==> src/rtl/uart_cmd_rx.sv <==
// uart_cmd_rx: a UART byte receiver (8N1, LSB first) feeding a line parser
// that decodes signed decimal lines such as "-123\r" into a saturated
// 16-bit value. o_en pulses for each good line; o_err pulses for each
// discarded line.
module uart_cmd_rx #(
   parameter logic [15:0] CLK_DIV = 16'd320,
   parameter logic [15:0] MAX_VAL = 16'd32767
) (
   input  logic               clk,
   input  logic               rst,
   input  logic               i_uart_rx,
   output logic               o_en,
   output logic signed [15:0] o_val,
   output logic               o_err
);

   typedef enum logic [1:0] {R_IDLE, R_START, R_DATA, R_STOP} r_state_t;
   typedef enum logic [1:0] {P_EMPTY, P_SIGN, P_NUM, P_ERR} p_state_t;

   localparam logic [15:0] HALF_M1 = (CLK_DIV >> 1) - 16'd1;
   localparam logic [15:0] BIT_M1  = CLK_DIV - 16'd1;

   // ---------------- synchronizer ----------------
   logic rx_meta_q, rx_sync_q, rx_prev_q;

   // Two-flop synchronizer plus one delayed copy for falling-edge detection.
   always_ff @(posedge clk) begin
      if (rst) begin
         rx_meta_q <= 1'b1;
         rx_sync_q <= 1'b1;
         rx_prev_q <= 1'b1;
      end else begin
         rx_meta_q <= i_uart_rx;
         rx_sync_q <= rx_meta_q;
         rx_prev_q <= rx_sync_q;
      end
   end

   // ---------------- byte receiver ----------------
   r_state_t    r_state_q, r_state_d;
   logic [15:0] cnt_q, cnt_d;
   logic [2:0]  bit_cnt_q, bit_cnt_d;
   logic [7:0]  shift_q, shift_d;
   logic        armed_q, armed_d;
   logic        byte_vld_q, byte_vld_d;
   logic        frame_err_q, frame_err_d;
   logic        tick;

   // The start bit is sampled half a bit in; every later sample is one full bit on.
   assign tick = (r_state_q == R_START) ? (cnt_q == HALF_M1) : (cnt_q == BIT_M1);

   // Receiver state and datapath registers.
   always_ff @(posedge clk) begin
      if (rst) begin
         r_state_q   <= R_IDLE;
         cnt_q       <= '0;
         bit_cnt_q   <= '0;
         shift_q     <= '0;
         armed_q     <= 1'b1;
         byte_vld_q  <= 1'b0;
         frame_err_q <= 1'b0;
      end else begin
         r_state_q   <= r_state_d;
         cnt_q       <= cnt_d;
         bit_cnt_q   <= bit_cnt_d;
         shift_q     <= shift_d;
         armed_q     <= armed_d;
         byte_vld_q  <= byte_vld_d;
         frame_err_q <= frame_err_d;
      end
   end

   // Receiver next-state logic.
   always_comb begin
      r_state_d = r_state_q;
      case (r_state_q)
         R_IDLE:  if (armed_q && rx_prev_q && !rx_sync_q) r_state_d = R_START;
         R_START: if (tick) r_state_d = rx_sync_q ? R_IDLE : R_DATA;
         R_DATA:  if (tick && (bit_cnt_q == 3'd7)) r_state_d = R_STOP;
         R_STOP:  if (tick) r_state_d = R_IDLE;
         default: r_state_d = R_IDLE;
      endcase
   end

   // Receiver datapath and strobes; armed_q drops on a framing error so a
   // held-low break is not mistaken for a stream of start bits.
   always_comb begin
      cnt_d       = cnt_q + 16'd1;
      bit_cnt_d   = bit_cnt_q;
      shift_d     = shift_q;
      armed_d     = armed_q;
      byte_vld_d  = 1'b0;
      frame_err_d = 1'b0;
      if ((r_state_q == R_IDLE) || tick) cnt_d = '0;
      if (r_state_q == R_IDLE) bit_cnt_d = '0;
      if ((r_state_q == R_DATA) && tick) begin
         bit_cnt_d = bit_cnt_q + 3'd1;
         shift_d   = {rx_sync_q, shift_q[7:1]};
      end
      if ((r_state_q == R_STOP) && tick) begin
         byte_vld_d  = rx_sync_q;
         frame_err_d = !rx_sync_q;
      end
      if (frame_err_d) armed_d = 1'b0;
      else if ((r_state_q == R_IDLE) && rx_sync_q) armed_d = 1'b1;
   end

   // ---------------- line parser ----------------
   p_state_t    p_state_q, p_state_d;
   logic [15:0] mag_q, mag_d;
   logic        neg_q, neg_d;
   logic [15:0] val_q, val_d;
   logic        en_q, en_d;
   logic        err_q, err_d;
   logic        is_digit, is_minus, is_term, got_byte;
   logic [19:0] prod;
   logic [15:0] sat;

   assign got_byte = byte_vld_q && !frame_err_q;
   assign is_digit = (shift_q >= 8'h30) && (shift_q <= 8'h39);
   assign is_minus = (shift_q == 8'h2D);
   assign is_term  = (shift_q == 8'h0D) || (shift_q == 8'h0A);
   // 20 bits hold MAX_VAL*10+9 without wrapping.
   assign prod     = ({4'd0, mag_q} * 20'd10) + {16'd0, shift_q[3:0]};
   assign sat      = (prod > {4'd0, MAX_VAL}) ? MAX_VAL : prod[15:0];

   // Parser state and output registers.
   always_ff @(posedge clk) begin
      if (rst) begin
         p_state_q <= P_EMPTY;
         mag_q     <= '0;
         neg_q     <= 1'b0;
         val_q     <= '0;
         en_q      <= 1'b0;
         err_q     <= 1'b0;
      end else begin
         p_state_q <= p_state_d;
         mag_q     <= mag_d;
         neg_q     <= neg_d;
         val_q     <= val_d;
         en_q      <= en_d;
         err_q     <= err_d;
      end
   end

   // Parser next-state logic; a framing error overrides everything.
   always_comb begin
      p_state_d = p_state_q;
      if (frame_err_q) begin
         p_state_d = P_ERR;
      end else if (byte_vld_q) begin
         case (p_state_q)
            P_EMPTY: begin
               if (is_digit)      p_state_d = P_NUM;
               else if (is_minus) p_state_d = P_SIGN;
               else if (is_term)  p_state_d = P_EMPTY;
               else               p_state_d = P_ERR;
            end
            P_SIGN, P_NUM: begin
               if (is_digit)     p_state_d = P_NUM;
               else if (is_term) p_state_d = P_EMPTY;
               else              p_state_d = P_ERR;
            end
            P_ERR:   if (is_term) p_state_d = P_EMPTY;
            default: p_state_d = P_EMPTY;
         endcase
      end
   end

   // Parser outputs: value update, pulses, and magnitude/sign accumulation.
   always_comb begin
      en_d  = got_byte && is_term && (p_state_q == P_NUM);
      err_d = got_byte && is_term && ((p_state_q == P_SIGN) || (p_state_q == P_ERR));
      mag_d = mag_q;
      neg_d = neg_q;
      val_d = val_q;
      if (en_d) val_d = neg_q ? (16'd0 - mag_q) : mag_q;
      if (p_state_d == P_EMPTY) begin
         mag_d = '0;
         neg_d = 1'b0;
      end else if (got_byte && is_digit && (p_state_q != P_ERR)) begin
         mag_d = sat;
      end else if (got_byte && is_minus && (p_state_q == P_EMPTY)) begin
         neg_d = 1'b1;
      end
   end

   assign o_en  = en_q;
   assign o_err = err_q;
   assign o_val = $signed(val_q);

endmodule

==> config.mk <==
export PLATFORM = sky130hd
export DESIGN_NAME = uart_cmd_rx
export DESIGN_NICKNAME = d
export VERILOG_FILES = /design/src/rtl/uart_cmd_rx.sv
export SDC_FILE = /design/constraint.sdc
export NUM_CORES = 1
export LEC_CHECK = 0
export CAP_MARGIN = 40
export CORE_AREA = 2 2 138 140
export CTS_BUF_LIST = sky130_fd_sc_hd__clkbuf_8
export DETAILED_ROUTE_END_ITERATION = 6
export DIE_AREA = 0 0 140 142
export SYNTH_ARGS = -nofsm -noshare
export SYNTH_HDL_FRONTEND = slang
export SYNTH_SLANG_ARGS = --single-unit
==> constraint.sdc <==
create_clock -name clk -period 5.3 [get_ports clk]
set_input_delay 1.59 -clock clk [delete_from_list [all_inputs] [get_ports clk]]
set_output_delay 1.59 -clock clk [all_outputs]
set_load 0.05 [all_outputs]
---- Yosys cells after proc, flatten, opt, wreduce, memory -nomap -nowiden ----
Index checks and enable logic that the tools add are counted.
Widths: inputs -> output; s select.
cells by class
  add/subtract/negate cells ............... 4
  multipliers ............................. 1
  div/mod/pow operators ................... 0
  order comparisons ....................... 3
  eq/ne operators ......................... 17
  shift-type cells ........................ 0
  multiplexer cells ....................... 22
  bitwise gates (word level) .............. 2
  reductions and logical operators ........ 31
operators with widths
  cell                   count
  $mux 16                2
  $mux 2                 12
  $add 20x4->20          1
  $gt 20x15->1 const B   1
  $mul 16x3->19 const B  1
  $add 16x1->16 const B  1
  $eq 16x8->1 const B    1
  $eq 16x9->1 const B    1
  $eq 8x4->1 const B     2
  $sub 1x16->16 const A  1
  $logic_and 1x1->1      15
  $ne 2x2->1 const B     5
  $eq 2x2->1 const B     4
  $eq 8x6->1 const B     1
  $ge 8x6->1 const B     1
  $le 8x6->1 const B     1
  $pmux 2 s4             1
  $reduce_or 2->1        4
  $logic_not 2->1        3
  $mux 3                 2
  $pmux 2 s3             1
  $eq 2x1->1 const B     2
  $mux 1                 4
  $reduce_and 4->1       1
  other kinds (7)        12
word-level totals
  bits in registers ....................... 72
  bits in latches ......................... 0
  bits in writable memories ............... 0
  ROM bits ................................ 0
  input port bits ......................... 3
  output and inout port bits .............. 18
  logic and storage cells ................. 96
  memories kept ........................... 0

---- Longest topological paths before layout ----
  depth after elaboration ................. 10
  mapped depth ............................ 14
  mapped depth without buffers ............ 13

---- Least setup slack after synthesis ----
No wires, ideal clock.
  path kind ............................... reg-to-reg
  start ................................... register mag_q[1]
  end ..................................... register mag_q[6]
  library setup time ...................... 0.119 ns
  arrival ................................. 3.156 ns
  setup slack ............................. 2.025 ns
  stages on the path, launching flop included .. 15
  buffers on the path ..................... 1
  path through ............................ dfxtp_1 > ha_1 > ha_1 > inv_1 > fa_1 > nand2b_1 > a211oi_2 > nor2b_1 > xnor2_1 > and4_1 > nand2b_1 > a211oi_2 > o211ai_4 > buf_6 > o221a_1
between the ends
  cells in the longest elaborated chain, start to end .. 4
RTL lines
  what                      line  source
  start: declaration        110   logic [15:0] mag_q, mag_d;
  start signal: assignment  138   mag_q <= mag_d;
  $mul 16x3->19 (*)         124   assign prod = ({4'd0, mag_q} * 20'd10) + {16'd0, shift_q[3:0]};
  $add 20x4->20 (*)         124
  $gt 20x15->1              125   assign sat = (prod > {4'd0, MAX_VAL}) ? MAX_VAL : prod[15:0];
  $mux 16 (*)               125
Every way passes the cells marked *; elsewhere a longest branch is shown, timed or not.
A chain may end at the register's enable or synchronous reset.

---- Worst setup path after layout ----
  start ................................... register mag_q[1]
  end ..................................... register mag_q[0]
between the ends
  cells in the longest elaborated chain, start to end .. 4
RTL lines
  what           line
  $mul 16x3->19  124
  $add 20x4->20  124
  $gt 20x15->1   125
  $mux 16        125
No other way between the ends.

==> flow_metrics.py <==
metrics = {
    "run_status": {
        "status": "complete, but fails checks",
        "violations": "DRC",
    },
    "cells_and_area": {
        "nNetsFinal": 583,
        "stdcell_count": 776,
        "num-fill-cells": 1912,
        "drive_above_1_share_pct": 9.23,
        "mostFrequentLayoutCell": "nor2_1",
        "syn_to_final_growth_pct": 14.6,
        "final_cell_mix": "90 x nor2_1, 72 x dfxtp_1, 40 x ha_1",
        "design_area_mm2": 0.00517,
        "n_antenna_cell": 0,
    },
    "placement": {
        "dp_cells": 761,
        "port_buffers": 20,
        "gp_congestion": 0.822,
        "dp_slack_ns": 1.71,
        "dp_hpwl_um": 6920,
        "place_area_mm2": 0.00497,
    },
    "setup_path": {
        "cp_top_family": "compound AO/OA/AOI/OAI gates",
        "cp_max_fo": 15,
        "crit_top_cell": "ha_1",
        "r2r_setup_slack_ns": 1.70,
        "cpMaxStageDelayCell": "o211ai_4",
        "end_kind": "register",
        "cp_num_buf_inv": 1,
        "crit_type": "reg2reg",
        "crit_path_cell_trace": "ha_1 > ha_1 > inv_1 > fa_1 > nand2b_1 > a211oi_2 > o21ai_1 > xnor2_1 > nor4bb_4 > nand3_2 > and4_4 > o211ai_4 > o221a_2",
        "cp_slowest_stage_delay_ns": 0.40,
        "startpoint_type": "register",
        "arrival_ns": 3.90,
        "cp.required_ns": 5.59,
    },
    "floorplan": {
        "die_area_mm2": 0.0199,
        "core-area_mm2": 0.0185,
        "rows": 50,
        "die_w_um": 140,
        "die_h_um": 142,
        "floorplan.initialDensity_pct": 24.5,
        "pin_count": 21,
    },
    "yosys": {
        "syn-num-nets": 565,
        "seq_area_frac_synth_pct": 31.9,
        "yosys.cell_types.count": 59,
        "async_reset_ff_share_pct": 0,
        "syn_area_mm2": 0.00451,
        "synth-edff-count": 0,
        "synth_flop_cell": "dfxtp_1",
        "ys_ff_latch": 72,
        "yosysWarnings": 0,
        "avgSynthCellArea_um2": 8.68,
        "syn-instance-count": 520,
    },
    "clocking": {
        "clock_sinks": 72,
        "clk_pin_slew_ns": 0.08,
        "postCtsSetupRepairBufs": 0,
        "clk_latency_ns": 0.35,
        "ctsResizeCount": 0,
        "h-tree-depth": 3,
        "cts_buffer_depth": 2,
        "cts_tree": "built",
        "clock-root-buffer": "clkbuf_8",
        "cts_hold_buf": 0,
        "cts-buffers-inserted": 9,
    },
    "drt": {
        "vias": 3567,
        "wire_per_inst_um": 11.8,
        "drc_errors": 3,
        "wl_met3_um": 190,
        "wl_met1_um": 4860,
        "drt_wl_total_um": 9160,
        "routed.top_layer": "met4",
        "first_pass_iters": 6,
        "wl_met2_um": 3950,
        "postRouteAntennaNets": 0,
        "vias_per_cell": 4.60,
        "drt-initial-drc-count": 141,
    },
    "sta": {
        "setup_viol": 0,
        "drv_slew": 0,
        "fin_crit_ns": 3.60,
        "max_freq_mhz": 278,
        "slew_headroom_pct": 63.2,
        "hold_viol": 0,
        "min_period_over_period_pct": 68.0,
        "rsz0062_at_grt": "false",
        "finalWorstSetupSlack_ns": 1.70,
        "fin_skew_ns": 0.00715,
        "finalSetupTns_ns": 0,
        "worst_slew_pin_slew_ns": 0.550,
    },
    "global_routing": {
        "antenna_found_initial": 0,
        "grt_overflow": 0,
        "grt_start_max_net_pins": 39,
        "grt_pass1_vias": 3370,
        "grt_usage_pct": 9.66,
        "grt_pass1_wl_um": 16000,
    },
    "pwr": {
        "power_density_mw_per_mm2": 195,
        "p_total_w": 0.00101,
        "ir_drop_v": 0.0000965,
        "leakage_nw": 1.96,
    },
    "flow_run": {
        "max_cap_violations": 0,
    },
    "min_path": {
        "hold_path.class": "reg2reg",
    },
}
[layout make-up]
class,instances,area (um^2),share of cell area (%)
well taps,234,293,5.66
clock buffers,11,151,2.93
flip-flops and latches,72,1440,27.9
inverters,16,60.1,1.16
multi-input cells,415,2940,56.8
repair buffers,24,238,4.59
clock inverters,4,52.6,1.02
[Yosys cell counts (5+ instances only)]
cell type	n	area share, %
nor2_1	90	7.5
nor2b_1	6	0.83
a21o_1	8	1.3
nand3b_1	5	0.83
inv_1	16	1.3
nor3b_1	5	0.83
o221a_1	13	3.2
ha_1	40	11
a21oi_1	37	4.1
clkbuf_1	14	1.2
or2_2	6	0.83
mux2i_1	12	2.7
xnor2_1	27	5.2
dfxtp_1	72	32
o21ai_0	16	1.8
nor3_1	8	0.89
nand2b_1	5	0.69
xor2_1	17	3.3
nand3_1	12	1.3
nand2_1	28	2.3
nand4_1	8	1.1
[sequential cells by signal, summed over array words and instances, names as in the netlist, 2 cells and up, named ones only]
name / count
o_val: 16
shift_q: 8
bit_cnt_q: 3
mag_q: 16
p_state_q: 2
cnt_q: 16
[power breakdown]
part	switching (W)	internal [W]	total, W
Clock	0.000212	0.000242	0.000455
Sequential	0.00000142	0.000542	0.000543
Combinational	0.00000702	0.00000370	0.0000107
[per-layer routing]
| layer | global-route usage, % | vias up |
|---|---|---|
| met1 | 13.3 | 1630 |
| met2 | 15.3 | 32 |
| met3 | 1.62 | 9 |
| met5 | 0 | - |
| met4 | 3.46 | 0 |
| li1 | - | 1896 |
[logic make-up (layout without fill, tap and decap cells)]
group | Yosys count | after routing | share of synthesized area (%)
simple gates | 200 | 200 | 22.1
fa+ha+maj | 42 | 42 | 12.0
flops | 72 | 72 | 31.9
mux | 12 | 12 | 2.66
compound gates | 115 | 115 | 18.8
xor+xnor | 46 | 46 | 9.26
buf+inv | 33 | 55 | 3.24
[worst reg2reg max path, delay by kind of cell, from the launching register on]
kind / cells / cell delay [ns]
compound gates: 4 / 1.11
xor+xnor: 1 / 0.25
fa+ha+maj: 3 / 0.89
buf+inv: 1 / 0.06
flops: 1 / 0.38
simple gates: 4 / 0.87
[metrics by stage]
stage,hold WS [ns],utilization [%]
5_1_grt,0.443,28.0
4_1_cts,0.419,28.0
3_3_place_gp,0.398,26.9
6_report,0.414,28.0
3_5_place_dp,0.399,26.9
2_1_floorplan,0.389,-
[final timing paths]
check            start         to  cells after the start
min reg2reg  rx_meta_q  rx_sync_q                      1
max           mag_q[1]   mag_q[0]                     13
max reg2reg   mag_q[1]   mag_q[0]                     13
min          rx_meta_q  rx_sync_q                      1
No activity file was read; power rests on OpenSTA's default activity.
